`src/rtl/vm_pkg.sv`:
```
// Shared constants, encodings and helpers for the vending machine controller.
// Coin/selection encodings, coin values, product prices, credit ceiling,
// the credit state enum and small combinational lookups.
package vm_pkg;

  localparam int unsigned COIN_W   = 2;
  localparam int unsigned SEL_W    = 2;
  // Wide enough for the largest intermediate sum (20 + 10 = 30).
  localparam int unsigned CREDIT_W = 5;

  localparam logic [COIN_W-1:0] COIN_NONE = 2'b00;
  localparam logic [COIN_W-1:0] COIN_5    = 2'b01;
  localparam logic [COIN_W-1:0] COIN_10   = 2'b10;
  localparam logic [COIN_W-1:0] COIN_BAD  = 2'b11;

  localparam logic [CREDIT_W-1:0] VAL_5  = 5'd5;
  localparam logic [CREDIT_W-1:0] VAL_10 = 5'd10;

  localparam logic [SEL_W-1:0] SEL_A    = 2'b00;
  localparam logic [SEL_W-1:0] SEL_B    = 2'b01;
  localparam logic [SEL_W-1:0] SEL_C    = 2'b10;
  localparam logic [SEL_W-1:0] SEL_NONE = 2'b11;

  localparam logic [CREDIT_W-1:0] PRICE_A    = 5'd5;
  localparam logic [CREDIT_W-1:0] PRICE_B    = 5'd10;
  localparam logic [CREDIT_W-1:0] PRICE_C    = 5'd15;
  localparam logic [CREDIT_W-1:0] MAX_CREDIT = 5'd20;

  typedef enum logic [2:0] {
    S0  = 3'd0,
    S5  = 3'd1,
    S10 = 3'd2,
    S15 = 3'd3,
    S20 = 3'd4
  } state_e;

  // Value of a coin code; invalid and idle codes add nothing.
  function automatic logic [CREDIT_W-1:0] coin_value(input logic [COIN_W-1:0] coin);
    case (coin)
      COIN_5:  coin_value = VAL_5;
      COIN_10: coin_value = VAL_10;
      default: coin_value = '0;
    endcase
  endfunction

  // Price of the selected product; SEL_NONE returns 0 and must be gated by the caller.
  function automatic logic [CREDIT_W-1:0] price(input logic [SEL_W-1:0] sel);
    case (sel)
      SEL_A:   price = PRICE_A;
      SEL_B:   price = PRICE_B;
      SEL_C:   price = PRICE_C;
      default: price = '0;
    endcase
  endfunction

  // Credit held in a given state.
  function automatic logic [CREDIT_W-1:0] state_credit(input state_e st);
    case (st)
      S5:      state_credit = 5'd5;
      S10:     state_credit = 5'd10;
      S15:     state_credit = 5'd15;
      S20:     state_credit = 5'd20;
      default: state_credit = 5'd0;
    endcase
  endfunction

  // State holding a given credit; callers only pass multiples of 5 up to MAX_CREDIT.
  function automatic state_e credit_state(input logic [CREDIT_W-1:0] credit);
    case (credit)
      5'd5:    credit_state = S5;
      5'd10:   credit_state = S10;
      5'd15:   credit_state = S15;
      5'd20:   credit_state = S20;
      default: credit_state = S0;
    endcase
  endfunction

endpackage

```
`src/rtl/vending_machine.sv`:
```
// Three-product coin-operated vending controller.
// Ports:
//   clk    - rising-edge clock
//   reset  - synchronous, active-low reset
//   cancel - abort and refund current credit (level)
//   coin   - 01 = 5 units, 10 = 10 units, 00/11 = nothing
//   sel    - 00 A (5), 01 B (10), 10 C (15), 11 none (level)
//   pa/pb/pc - one-cycle dispense strobes
//   change   - one-cycle refund/change strobe
module vending_machine
  import vm_pkg::*;
(
  input  logic              clk,
  input  logic              reset,
  input  logic              cancel,
  input  logic [COIN_W-1:0] coin,
  input  logic [SEL_W-1:0]  sel,
  output logic              pa,
  output logic              pb,
  output logic              pc,
  output logic              change
);

  state_e state_q, state_d;
  logic   pa_q, pa_d;
  logic   pb_q, pb_d;
  logic   pc_q, pc_d;
  logic   change_q, change_d;

  logic [CREDIT_W-1:0] credit;
  logic [CREDIT_W-1:0] nc;
  logic [CREDIT_W-1:0] nc_eff;
  logic [CREDIT_W-1:0] prc;

  // Next credit and strobes: cancel, then overflow rejection, then vend.
  always_comb begin
    state_d  = state_q;
    pa_d     = 1'b0;
    pb_d     = 1'b0;
    pc_d     = 1'b0;
    change_d = 1'b0;
    credit   = state_credit(state_q);
    nc       = credit + coin_value(coin);
    nc_eff   = nc;
    prc      = price(sel);

    if (cancel) begin
      // A coin arriving with cancel is refunded along with the held credit.
      state_d  = S0;
      change_d = (nc != '0);
    end else begin
      // A coin that would push credit past the ceiling is not accepted.
      if (nc > MAX_CREDIT) begin
        nc_eff = credit;
      end
      if ((sel != SEL_NONE) && (nc_eff >= prc)) begin
        case (sel)
          SEL_A:   pa_d = 1'b1;
          SEL_B:   pb_d = 1'b1;
          SEL_C:   pc_d = 1'b1;
          default: ;
        endcase
        change_d = (nc_eff > prc);
        state_d  = S0;
      end else begin
        state_d = credit_state(nc_eff);
      end
    end
  end

  // State and registered strobes.
  always_ff @(posedge clk) begin
    if (!reset) begin
      state_q  <= S0;
      pa_q     <= 1'b0;
      pb_q     <= 1'b0;
      pc_q     <= 1'b0;
      change_q <= 1'b0;
    end else begin
      state_q  <= state_d;
      pa_q     <= pa_d;
      pb_q     <= pb_d;
      pc_q     <= pc_d;
      change_q <= change_d;
    end
  end

  assign pa     = pa_q;
  assign pb     = pb_q;
  assign pc     = pc_q;
  assign change = change_q;

endmodule

```
`config.mk`:
```
export PLATFORM = sky130hd
export DESIGN_NAME = vending_machine
export DESIGN_NICKNAME = d
export VERILOG_FILES = /design/src/rtl/vm_pkg.sv /design/src/rtl/vending_machine.sv
export SDC_FILE = /design/constraint.sdc
export NUM_CORES = 1
export LEC_CHECK = 0
export ABC_AREA = 1
export ABC_CLOCK_PERIOD_IN_PS = 3070
export CAP_MARGIN = 20
export CORE_UTILIZATION = 43
export CTS_BUF_LIST = sky130_fd_sc_hd__clkbuf_4 sky130_fd_sc_hd__clkbuf_8
export DETAILED_ROUTE_END_ITERATION = 8
export GPL_TIMING_DRIVEN = 0
export PLACE_DENSITY = 0.65
export SLEW_MARGIN = 25
export SYNTH_ARGS = -nofsm -noshare
export SYNTH_HDL_FRONTEND = slang
export SYNTH_SLANG_ARGS = --single-unit
```
`constraint.sdc`:
```
create_clock -name clk -period 3.07 [get_ports clk]
set_input_delay 0.4605 -clock clk [delete_from_list [all_inputs] [get_ports clk]]
set_output_delay 0.4605 -clock clk [all_outputs]
set_load 0.1 [all_outputs]
```
==> key figures <==
Pwr
  – Tot Pwr: 0.3027 mW
  – LEAKAGE: 0.5996 nW
  – Pwr Density: 276.2 mW/mm2
  – Max VDD drop: 0.1722 mV

Critical path
  – Crit path DAT: 2.98 ns
  – CP required: 3.21 ns
  – Worst r2r path cells: 20
  – Worst Path Max Fanout: 5
  – R2r setup slk: 0.23 ns
  – Crit path launch type: flip-flop
  – Crit Path Class: reg -> reg
  – Crit path launch: state_q[0]
  – Reg2reg end: state_q[0]
  – Reg2reg start: state_q[0]
  – Crit. End Element: flip-flop

Synth
  – Post-synthesis sequential area ratio: 17.69%
  – Netlist cell types: 22
  – Post-Syn Nets: 142
  – YS warnings: 0
  – Post-Syn Area: 792.0 um2
  – Syn Inst Count: 124
  – Synthesized area per cell: 6.387 um2
  – FF+latch count, synth: 7

Place
  – Total placed cells including tap cells: 159
  – PortBufs: 10
  – HPWL Detailed: 1286 um
  – Pre-CTS WS: -0.4458 ns
  – GPL Wtd Cong: 0.7716

STA
  – Setup slack after layout: 0.2251 ns
  – Setup TNS: 0 ns
  – RSZ-0062 raised after global routing: no
  – Final-report hold violation count: 0
  – Fmax: 0.3515 GHz
  – Final Max Tran Viols: 0
  – Final period util: 92.67%
  – Clock skew: 0.001552 ns
  – Final Setup Violations: 0
  – Post-route minimum period: 2.845 ns
  – Tightest Pin Transition: 0.9653 ns
  – Rel. slew slack: 35.45%

Routing
  – Drt initial violations: 13
  – Vias per inst: 4.659
  – Routed Antenna Nets: 0
  – Drt first pass iters: 5
  – DRC Markers: 0
  – Vias: 792
  – Routed WL per cell: 10.09 um
  – Detailed Route WL: 1715 um

Status
  – Status: completed

Die
  – Initial Util: 45.87%
  – Die W: 44.92 um
  – Area of the die: 0.002017 mm2
  – Core Box Area: 0.001727 mm2
  – # rows: 15
  – Die height: 44.92 um
  – I/O pin cnt: 11

Clock tree
  – Worst-path clk slew: 0.05 ns
  – Total CTS buffers: 3
  – Sink Count: 7
  – Clk_lat worst skew: 0.25 ns
  – Max Root-Sink Buffers: 2
  – CTS tree: done
  – H-Tree Depth: 1
  – Root buffer cell: clkbuf_4

GRT
  – GR Util All Layers: 19.50%
  – Largest net degree at the start of global routing: 6
  – Initial antenna violation count: 0
  – First-pass GRT wire length: 2932 um
  – Vias in the first global route: 757
  – GRT overflow: 0

Finish
  – Register area: 140.1 um2
  – Final Net Count: 164
  – Multi-input logic area: 621.8 um2
  – Antenna cells: 0
  – Area growth syn-to-layout: 38.39%
  – Share of cells above drive strength 1: 29.66%
  – Non-Filler Instances: 170
  – FILL cells: 166

Hold path
  – Hold_sp: reset
  – HP Class: in -> reg
  – Hold Crit Depth: 3
  – Hold EP: change

Run
  – Max_cap viols: 0
## layout make-up
type / count / area share [%]
clock buffer: 4 / 2.740
tap: 25 / 2.854
multi-input combinational: 86 / 56.74
inverter: 31 / 10.84
sequential: 7 / 12.79
timing repair buffer: 17 / 14.04
## per-layer routing
| layer | vias up | GRT usage [%] | wire (um) |
|---|---|---|---|
| met2 | 13 | 33.82 | 880 |
| met5 | - | 0 | 0 |
| li1 | 425 | - | - |
| met3 | 0 | 4.400 | 47 |
| met4 | 0 | 4.848 | 0 |
| met1 | 354 | 24.39 | 787 |
## report_power, final
group          total (mW)  leakage (nW)  internal (mW)  switching (mW)
combinational       0.119         0.524         0.0449          0.0736
clock              0.0903        0.0184         0.0583          0.0320
sequential         0.0939        0.0567         0.0934        0.000484
total               0.303         0.600          0.197           0.106
## worst max-delay path by stage
stage | endpoint | slack [ns]
after floorplan | state_q[1] | 0.38
after global placement | state_q[0] | -0.41
after detailed placement | state_q[0] | -0.45
after CTS | state_q[0] | 0.01
after global routing | state_q[1] | 0.01
final | state_q[0] | 0.23
## kinds of logic after synthesis
| family | after synthesis | synth area share (%) |
|---|---|---|
| fa+ha+maj | 11 | 18.33 |
| buf+inv | 31 | 14.69 |
| simple gates | 66 | 41.39 |
| flops | 7 | 17.69 |
| compound gates | 9 | 7.899 |
## critical path: stages (launching register included)
cell,delay [ns]
dfxtp_1,0.31
inv_1,0.04
nor2_1,0.22
ha_2,0.25
fa_2,0.44
inv_2,0.07
nand2_2,0.07
nand2_2,0.08
nand2_4,0.07
nand2_4,0.10
inv_4,0.06
nand2_4,0.08
o21ai_4,0.08
ha_1,0.28
inv_1,0.04
nor2_2,0.11
nand4_1,0.12
nand3_2,0.12
nand2_1,0.06
nand2_2,0.08
nor2_1,0.04
## layout by cell type (no fill, tap or decap), drive strengths merged
cell and instances:
nor2 22, or2 1, nand2 28, dlymetal6s2s 1
clkbuf 4, a21oi 3, nand3b 1, ha 10
nand4 3, fa 1, nand3 10, clkdlybuf4s50 8
inv 31, dlygate4sd2 1, buf 7, nor3 1
a31oi 2, o41ai 1, dfxtp 7, o21ai 3
## synthesized netlist by cell type
master / count / area [um2]
o41ai_1: 1 / 8.760
inv_1: 28 / 105.1
dfxtp_1: 7 / 140.1
o21ai_2: 2 / 17.52
inv_2: 3 / 11.26
a21oi_2: 1 / 8.760
nand2_1: 20 / 75.07
nand2_4: 3 / 33.78
nand3b_1: 1 / 7.510
or2_1: 1 / 6.260
nor2_4: 1 / 11.26
nor3_2: 1 / 10.01
o21ai_1: 1 / 5.000
ha_1: 10 / 125.1
a31oi_1: 2 / 12.51
nand2_2: 5 / 31.28
nand4_1: 3 / 18.77
nor2_1: 21 / 78.83
a21oi_1: 2 / 10.01
fa_1: 1 / 20.02
nand3_2: 1 / 10.01
nand3_1: 9 / 45.04
## repair_timing
item	in CTS	in global routing
endpoints found under the setup margin	7	7
cloned	0	0
setup buffers	6	1
endpoints found under the hold margin	0	0
pin swaps	8	6
resized for setup	14	8
hold buffers	0	0
## sequential cells by signal (all words and copies together), names as in the netlist
signal,count
pb,1
pc,1
pa,1
change,1
state_q,3
## through the flow
| stage | hold slack, ns | util [%] | instance area, um2 |
|---|---|---|---|
| after global routing | 0.8251 | 63.48 | 1096 |
| final | 0.7969 | 63.48 | 1096 |
| after floorplan | 0.5834 | - | 792.0 |
| after global placement | 0.8913 | 53.48 | 923.4 |
| after CTS | 0.7945 | 61.09 | 1055 |
| after detailed placement | 0.8976 | 53.48 | 923.4 |
Power figures use the tool's default switching activity.
